===== config.mk =====
export PLATFORM = sky130hd
export DESIGN_NAME = if_fetch_unit
export DESIGN_NICKNAME = d
export VERILOG_FILES = /design/src/rtl/if_fetch_unit.sv
export SDC_FILE = /design/constraint.sdc
export NUM_CORES = 1
export LEC_CHECK = 0
export ABC_AREA = 1
export BUFFER_PORTS_ARGS = -buffer_cell sky130_fd_sc_hd__clkbuf_2
export CORE_MARGIN = 2
export CORE_UTILIZATION = 59
export CTS_BUF_LIST = sky130_fd_sc_hd__clkbuf_2
export CTS_CLUSTER_DIAMETER = 120
export DETAILED_ROUTE_END_ITERATION = 6
export PLACE_DENSITY_LB_ADDON = 0.05
export SETUP_SLACK_MARGIN = 0.4
export SYNTH_ARGS = -nofsm -noshare
export SYNTH_HDL_FRONTEND = slang
export SYNTH_SLANG_ARGS = --single-unit

===== constraint.sdc =====
create_clock -name clk -period 3.44 [get_ports clk]
set_clock_uncertainty 0.15 [all_clocks]
set_input_delay 0.344 -clock clk [delete_from_list [all_inputs] [get_ports clk]]
set_output_delay 0.344 -clock clk [all_outputs]
set_load 0.05 [all_outputs]

===== src/rtl/if_fetch_unit.sv =====
// Instruction-fetch stage: owns the fetch PC, keeps at most one request
// outstanding to the instruction cache, and holds one fetched instruction
// for IF/ID while decode stalls. A taken branch/jump redirects the PC and
// squashes any wrong-path fetch that is still in flight.
module if_fetch_unit #(
    parameter logic [31:0] RESET_PC = 32'h0000_0000,
    parameter logic [31:0] NOP_INST = 32'h0000_0004,
    parameter int unsigned PC_STEP  = 4
) (
    input  logic        clk,
    input  logic        rst_n,
    input  logic        stall,
    input  logic        jb,
    input  logic [31:0] jb_target,
    output logic        icache_req,
    output logic [31:0] icache_addr,
    input  logic        icache_ready,
    input  logic        icache_valid,
    input  logic [31:0] icache_inst,
    output logic [31:0] pc_out,
    output logic [31:0] inst_out,
    output logic        cache_stall
);

    localparam logic [31:0] STEP = 32'(PC_STEP);

    typedef enum logic [1:0] {
        S_BOOT,
        S_REQ,
        S_WAIT,
        S_FULL
    } state_t;

    state_t      state, state_next;
    logic [31:0] fetch_pc, fetch_pc_next;
    logic [31:0] req_pc, req_pc_next;
    logic [31:0] buf_pc, buf_pc_next;
    logic [31:0] buf_inst, buf_inst_next;
    logic        buf_valid, buf_valid_next;
    logic        kill, kill_next;

    // State and datapath registers; reset takes effect immediately, even
    // with a request outstanding, so any late response lands in S_BOOT.
    always_ff @(posedge clk or negedge rst_n) begin
        if (!rst_n) begin
            state     <= S_BOOT;
            fetch_pc  <= RESET_PC;
            req_pc    <= RESET_PC;
            buf_pc    <= 32'h0;
            buf_inst  <= NOP_INST;
            buf_valid <= 1'b0;
            kill      <= 1'b0;
        end else begin
            state     <= state_next;
            fetch_pc  <= fetch_pc_next;
            req_pc    <= req_pc_next;
            buf_pc    <= buf_pc_next;
            buf_inst  <= buf_inst_next;
            buf_valid <= buf_valid_next;
            kill      <= kill_next;
        end
    end

    // Next-state, request handshake and redirect handling.
    always_comb begin
        state_next     = state;
        fetch_pc_next  = fetch_pc;
        req_pc_next    = req_pc;
        buf_pc_next    = buf_pc;
        buf_inst_next  = buf_inst;
        buf_valid_next = buf_valid;
        kill_next      = kill;
        icache_req     = 1'b0;
        icache_addr    = fetch_pc;

        case (state)
            S_BOOT: begin
                state_next = S_REQ;
            end

            S_REQ: begin
                // A redirect suppresses the request so the old PC is never fetched.
                icache_req = !jb;
                if (jb) begin
                    fetch_pc_next = jb_target;
                end else if (icache_ready) begin
                    req_pc_next   = fetch_pc;
                    fetch_pc_next = fetch_pc + STEP;
                    state_next    = S_WAIT;
                end
            end

            S_WAIT: begin
                if (icache_valid) begin
                    if (kill || jb) begin
                        // Wrong-path response: drop it and refetch.
                        kill_next  = 1'b0;
                        state_next = S_REQ;
                        if (jb) begin
                            fetch_pc_next = jb_target;
                        end
                    end else begin
                        buf_pc_next    = req_pc;
                        buf_inst_next  = icache_inst;
                        buf_valid_next = 1'b1;
                        state_next     = S_FULL;
                    end
                end else if (jb) begin
                    // Response still pending; remember to discard it.
                    fetch_pc_next = jb_target;
                    kill_next     = 1'b1;
                end
            end

            S_FULL: begin
                if (jb) begin
                    buf_valid_next = 1'b0;
                    fetch_pc_next  = jb_target;
                    state_next     = S_REQ;
                end else if (!stall) begin
                    // Decode takes the buffered instruction at this edge, so
                    // the next fetch can be launched in the same cycle.
                    buf_valid_next = 1'b0;
                    icache_req     = 1'b1;
                    if (icache_ready) begin
                        req_pc_next   = fetch_pc;
                        fetch_pc_next = fetch_pc + STEP;
                        state_next    = S_WAIT;
                    end else begin
                        state_next = S_REQ;
                    end
                end
            end

            default: begin
                state_next = S_BOOT;
            end
        endcase
    end

    // Outputs to IF/ID: a bubble when empty; stall is dropped during a
    // redirect so IF/ID flushes instead of holding wrong-path contents.
    assign pc_out      = buf_valid ? buf_pc : 32'h0;
    assign inst_out    = buf_valid ? buf_inst : NOP_INST;
    assign cache_stall = !buf_valid && !jb;

endmodule


==> impl_metrics.csv, run 1 <==
group,metric,value,unit
global_route,grt_use_met1,40.3,%
sta,tns,0,ns
clock_network,cts.sinks,132,
placed_design,placed_area,7580,um^2
sta,period_share,79.3,%
critical_path,end_kind,"primary output",
critical_path,worstPathArrival,2.23,ns
synthesis,synth_commonest_cells,"nand2_1, dfrtp_1, inv_1",
synthesis,synth_edf_count,0,
clock_network,cts_tree,"done",
critical_path,slowest_delay,0.77,ns
pwr,vdd_ir_drop_max,0.620,mV
synthesis,async_reset_ff_share,100,%
synthesis,synth_area_per_cell,8.02,um^2
critical_path,crit_fanout,47,
global_route,busiest_layer,"met2",
synthesis,syn_inst,831,
global_route,grt_antenna_before_repair,0,
global_route,grt_usage,30.7,%
die,fp.dieH,110,um
cells_and_area,syn2layout_area_growth,28.5,%
die,die_area,12200,um^2
synthesis,yosysTopAreaCellShare,49.2,%
synthesis,ys.flop_type,"dfrtp_1",
cells_and_area,diodes,0,
job,maxCapViolCount,0,
sta,maxSlewHeadroom,45.2,%
synthesis,synth-seq-area-share,49.6,%
global_route,grt_max_degree,63,
synthesis,syn-num-nets,902,
global_route,grt_use_met2,49.7,%
synthesis,ys_seq_elements,132,
cells_and_area,fin_nets,1136,
placed_design,gp_congestion,0.880,
synthesis,synth_area_leaders,"dfrtp_1, nand2_1, mux2_2, inv_1, nor2_1",
die,initial_core_util,61.0,%
placed_design,dp.cells,1115,
placed_design,portBuffers,167,
routing,drtIter0Drc,394,
global_route,overflow,0,
global_route,grt_pass1_vias,5989,
sta,fin_ws,0.711,ns
global_route,use_met3,6.41,%
synthesis,syn-cell-area,6670,um^2
routing,viasPerCell,5.11,
synthesis,yosysUniqueCellTypes,32,
outcome,run_status,"finished, violations left",
die,core,10900,um^2
critical_path,cp.required,2.95,ns
cells_and_area,drive_gt1_share,26.0,%
cells_and_area,nFillCells,758,
clock_network,cts_root_buf,"clkbuf_2",
sta,slew_violations,0,
clock_network,clkTransAtPathRegs,0.19,ns
synthesis,ys_warn_count,0,
sta,worstMarginPinSlew,0.819,ns
global_route,grt_first_pass_wirelength,28.4,mm
critical_path,crit_path_top_delay_cell,"dfrtp_4",
sta,rsz0062_at_grt,"false",
routing,drt-wirelength-per-cell,14.8,um
sta,fin_hold_ws,0.0855,ns
die,dieWidth,110,um
worst_hold_path,hold_path.class,"input port to async pin",
pwr,powerDensity,907,nW/um^2
clock_network,cts.htree.levels,4,
pwr,power.static_leakage,4.83,nW
critical_path,crit_type,"flop to primary output",
cells_and_area,postLayoutCellArea,8560,um^2
clock_network,cts.path.max_buffers,2,
clock_network,clk_latency,0.70,ns
clock_network,cts_buffers,17,
critical_path,cp_cell_sequence,"buf_4, nand2_1, inv_1, clkbuf_2",
placed_design,pre_cts_slack,0.960,ns
cells_and_area,final_core_util,78.3,%
sta,final-hold-violation-count,0,
die,rows,38,
routing,drt_wl_total,18.0,mm
routing,postRouteAntennaNets,0,
die,ios,168,
sta,period_minus_slack,2.73,ns
routing,num_vias,6224,
cells_and_area,final_cells,1218,
routing,first_pass_iters,7,
sta,fmax,366,MHz
routing,detail_route.drc_violations,1,
placed_design,dpl.hpwl,12.0,mm
critical_path,crit_path_start_kind,"flop",
synthesis,synth_area_leader_cell,"dfrtp_1",
synthesis,yosys.cell_count.top_type,"nand2_1",
outcome,violations,"design-rule violations",
pwr,power,7.77,mW
clock_network,cts_setup_buffers,0,
sta,report.final.setup_viol,0,
## cell usage in the layout (no fill, tap or decap), types with 10 or more instances in the layout
master / count
buf_4: 10
clkbuf_2: 184
dfrtp_1: 130
dlygate4sd3_1: 71
inv_1: 109
mux2_2: 60
nand2_1: 261
nand3_1: 37
nor2_1: 107
o21ai_0: 57
## kinds of logic (layout without fill, tap and decap cells)
kind of cell,Yosys count,count (layout),synth area share (%)
flops,132,132,49.6
xor+xnor,6,6,0.788
simple gates,418,418,24.9
mux,61,61,10.4
fa+ha+maj,1,1,0.188
compound gates,70,70,5.39
buf+inv,143,390,8.82
## power breakdown
group	internal (mW)	total, mW	switching (mW)	leakage (nW)
Combinational	1.09	3.72	2.63	3.05
Clock	0.475	1.07	0.591	0.150
Sequential	2.29	2.98	0.691	1.63
Total	3.86	7.77	3.91	4.83
## what timing repair did
action	CTS	global route
hold buffers	71	0
endpoints found under the setup margin	0	3
gates resized for setup	0	1
endpoints found under the hold margin	126	0
## routing by layer
metal / part of all wire [%] / up-vias
met5: 0 / -
met4: 2.8 / 0
met3: 7.2 / 42
met2: 47 / 250
met1: 43 / 2900
li1: - / 3032
## worst max-delay path, delay by kind of cell, from the launching register on
kind / cells / cell delay (ns)
buf+inv: 3 / 0.69
flops: 1 / 0.77
simple gates: 1 / 0.10
## registers in the layout, summed over array words and instances (netlist names)
register     cells
req_pc          32
buf_inst        32
icache_addr     32
buf_valid        1
buf_pc          32
state            2
kill             1
## layout make-up
| class | instances | area (um^2) | share of cell area, % |
|---|---|---|---|
| Sequential cell | 132 | 3310 | 38.6 |
| Timing Repair Buffer | 247 | 1620 | 18.9 |
| Clock inverter | 14 | 184 | 2.15 |
| Clock buffer | 18 | 90.1 | 1.05 |
| Tap cell | 140 | 175 | 2.05 |
| Multi-Input combinational cell | 556 | 2770 | 32.4 |
| Inverter | 111 | 417 | 4.86 |
## worst paths after layout
kind                            startpoint        endpoint  slack (ns)  cells past startpoint
worst max-delay path             buf_valid     inst_out[3]        0.71                      4
worst min-delay path                 rst_n    buf_inst[28]        0.09                      2
worst max register to register    state[0]  icache_addr[9]        0.91                      9
worst min register to register  req_pc[22]      req_pc[22]        0.35                      2
max in group asynchronous            rst_n     buf_inst[2]        2.12                      3
min in group clk                     stall       buf_valid        0.09                      7
Note: power is estimated with default switching activity, not from simulation.
==> run 2, diff against run 1 <==
--- a/config.mk
+++ b/config.mk
@@ -5,10 +5,10 @@
 export SDC_FILE = /design/constraint.sdc
 export NUM_CORES = 1
 export LEC_CHECK = 0
-export ABC_AREA = 1
+export ABC_AREA = 0
 export BUFFER_PORTS_ARGS = -buffer_cell sky130_fd_sc_hd__clkbuf_2
 export CORE_MARGIN = 2
-export CORE_UTILIZATION = 59
+export CORE_UTILIZATION = 49
 export CTS_BUF_LIST = sky130_fd_sc_hd__clkbuf_2
 export CTS_CLUSTER_DIAMETER = 120
 export DETAILED_ROUTE_END_ITERATION = 6
==> constraint.sdc (replaced) <==
create_clock -name clk -period 2.2 [get_ports clk]
set_clock_uncertainty 0.15 [all_clocks]
set_input_delay 0.22 -clock clk [delete_from_list [all_inputs] [get_ports clk]]
set_output_delay 0.22 -clock clk [all_outputs]
set_load 0.05 [all_outputs]
==> run 2 against run 1 <==
The run ends with negative setup slack left; non-clock buffer count increased by 137; wire length increased by 42%; cell count decreased by 9.5%; power increased by 32%; flip-flop and latch count unchanged; largest power group unchanged; die area increased by 13%; worst setup slack got worse by 0.77 ns; critical path type is now flop to flop; critical endpoint is now icache_addr[15].
==> impl_metrics.csv, run 2 <==
group,metric,value,unit
outcome,run_status,"finished, violations left",
outcome,violations,"negative setup slack",
synthesis,async_reset_ff_share,100,%
critical_path,worstPathArrival,2.75,ns
clock_network,clkTransAtPathRegs,0.22,ns
global_route,grt_max_degree,57,
synthesis,syn-num-nets,621,
sta,fin_ws,-0.0634,ns
synthesis,yosys.cell_count.top_type,"dfrtp_1",
global_route,grt_first_pass_wirelength,30.6,mm
clock_network,cts_root_buf,"clkbuf_2",
die,initial_core_util,49.9,%
pwr,power.static_leakage,5.20,nW
synthesis,synth_area_leader_cell,"dfrtp_1",
job,maxCapViolCount,0,
worst_hold_path,hold_depth,3,
sta,worstMarginPinSlew,0.589,ns
clock_network,cts_tree,"done",
clock_network,cts.sinks,132,
die,fp.dieH,117,um
critical_path,reg2reg_slack,-0.06,ns
critical_path,crit_type,"flop to flop",
worst_hold_path,worstHoldStart,"icache_inst[14]",
critical_path,reg2reg_from,"state[1]",
die,ios,168,
cells_and_area,final_core_util,89.8,%
cells_and_area,drive_gt1_share,58.1,%
clock_network,clk_latency,0.76,ns
sta,slew_violations,0,
pwr,vdd_ir_drop_max,0.502,mV
die,die_area,13700,um^2
routing,postRouteAntennaNets,0,
synthesis,yosysTopAreaCellShare,52.2,%
global_route,grt_usage,29.7,%
synthesis,ys_seq_elements,132,
global_route,overflow,0,
sta,fmax,442,MHz
routing,drtIter0Drc,806,
critical_path,cp.required,2.69,ns
synthesis,ys.flop_type,"dfrtp_1",
sta,report.final.setup_viol,1,
routing,detail_route.drc_violations,0,
placed_design,portBuffers,167,
global_route,grt_antenna_before_repair,1,
clock_network,cts_buffers,17,
worst_hold_path,hold_end,"buf_inst[14]",
synthesis,yosysUniqueCellTypes,49,
routing,num_vias,6571,
sta,maxSlewHeadroom,60.7,%
synthesis,synth_edf_count,0,
cells_and_area,postLayoutCellArea,11300,um^2
pwr,powerDensity,911,nW/um^2
routing,drt-wirelength-per-cell,23.2,um
clock_network,cts.htree.levels,4,
critical_path,r2r_cells,10,
synthesis,syn-cell-area,6270,um^2
synthesis,synth_area_leaders,"dfrtp_1, mux2_2, and2_1, a21oi_1, nand2_1",
critical_path,crit_fanout,7,
sta,final-hold-violation-count,0,
cells_and_area,fin_nets,987,
placed_design,gp_congestion,0.904,
cells_and_area,final_common_cell,"dfrtp_1",
die,dieWidth,117,um
critical_path,crit_path_start_kind,"flop",
routing,first_pass_iters,5,
critical_path,end_kind,"flop",
synthesis,synth_commonest_cells,"dfrtp_1, mux2_2, and2_1",
routing,drt_wl_total,25.6,mm
synthesis,ys_warn_count,0,
synthesis,synth_area_per_cell,11.4,um^2
die,core,12600,um^2
sta,rsz0062_at_grt,"true",
placed_design,placed_area,7750,um^2
cells_and_area,syn2layout_area_growth,79.8,%
worst_hold_path,hold_path.class,"input port to flop",
die,rows,41,
global_route,grt_pass1_vias,5944,
synthesis,syn_inst,550,
cells_and_area,final_cell_mix,"dfrtp_1, clkbuf_2, buf_4",
critical_path,timing.rr.end,"icache_addr[15]",
routing,viasPerCell,5.96,
sta,period_share,103,%
synthesis,synth-seq-area-share,52.7,%
placed_design,dpl.hpwl,11.4,mm
sta,period_minus_slack,2.26,ns
clock_network,cts.path.max_buffers,2,
run 2: cell types whose count changed after synthesis, sizes merged, moves of 34 or more:
cell,change
inv,-111
and2,+66
o21ai,-38
nor2,-89
nand2,-234
mux2,+34
run 2: final cells by class:
| type | count | area [um^2] |
|---|---|---|
| clock inverter | 8 | 62.6 |
| sequential | 132 | 3340 |
| timing repair buffer | 384 | 4110 |
| multi-input combinational | 381 | 3430 |
| tap | 172 | 215 |
| clock buffer | 24 | 120 |
| fill | 485 | 1290 |
| antenna | 1 | 2.50 |
run 2: routing by layer:
| layer | vias up | wire (um) | part of all wire [%] | GRT usage (%) |
|---|---|---|---|---|
| met2 | 498 | 12400 | 49 | 48.8 |
| met4 | 0 | 1190 | 4.6 | 11.9 |
| met3 | 134 | 2290 | 9.0 | 6.23 |
| met1 | 3208 | 9700 | 38 | 38.5 |
| met5 | - | 0 | 0 | 0 |
| li1 | 2731 | - | - | - |
run 2: metrics by stage:
stage / setup TNS [ns] / worst slack (ns) / hold WS [ns] / total power, mW / cells
floorplan: 0 / 0.161 / -0.226 / 6.24 / 550
global placement: 0 / 0.205 / 0.0841 / 7.08 / 885
detailed placement: 0 / 0.181 / 0.0843 / 7.18 / 885
CTS: 0 / 0.0628 / 0.0350 / 9.44 / 1050
global route: -0.0499 / -0.0499 / 0.0685 / 10.6 / 1102
finish: -0.0634 / -0.0634 / 0.0594 / 10.3 / 1102
run 2: cell families after synthesis:
logic type	synth area share, %
flops	52.7
fa+ha+maj	0.199
buf+inv	2.71
compound gates	9.33
mux	17.4
simple gates	17.7
run 2: worst max-delay path by stage:
| stage | start | to | slack (ns) | cells after the start |
|---|---|---|---|---|
| after CTS | buf_valid | pc_out[8] | 0.06 | 3 |
| after global routing | state[1] | icache_addr[15] | -0.05 | 10 |
| after global placement | jb | icache_addr[29] | 0.21 | 5 |
| final | state[1] | icache_addr[15] | -0.06 | 10 |
| after floorplan | icache_addr[2] | icache_addr[14] | 0.16 | 7 |
| after detailed placement | jb | icache_addr[29] | 0.18 | 5 |
run 2: worst max-delay path, stage by stage (launching register included):
cell,delay (ns)
dfrtp_2,0.47
buf_6,0.13
buf_6,0.12
and2b_2,0.22
buf_6,0.13
nor2_4,0.13
buf_12,0.15
buf_12,0.13
nand4_1,0.11
o22ai_1,0.26
a21oi_1,0.18
run 2: repair_timing:
| item | CTS | global route |
|---|---|---|
| endpoints found under the setup margin | 222 | 210 |
| hold buffers | 71 | 0 |
| cloned | 5 | 14 |
| gates resized for setup | 227 | 156 |
| endpoints found under the hold margin | 201 | 0 |
| pin swaps | 13 | 41 |
| buffers inserted | 57 | 37 |
run 2: where the power goes:
group          total [mW]  leakage [nW]  switching (mW)  internal (mW)
Sequential           3.79          1.60           0.628           3.16
Clock                1.33         0.137           0.906          0.423
Combinational        5.16          3.47            2.72           2.45
Total                10.3          5.20            4.25           6.03
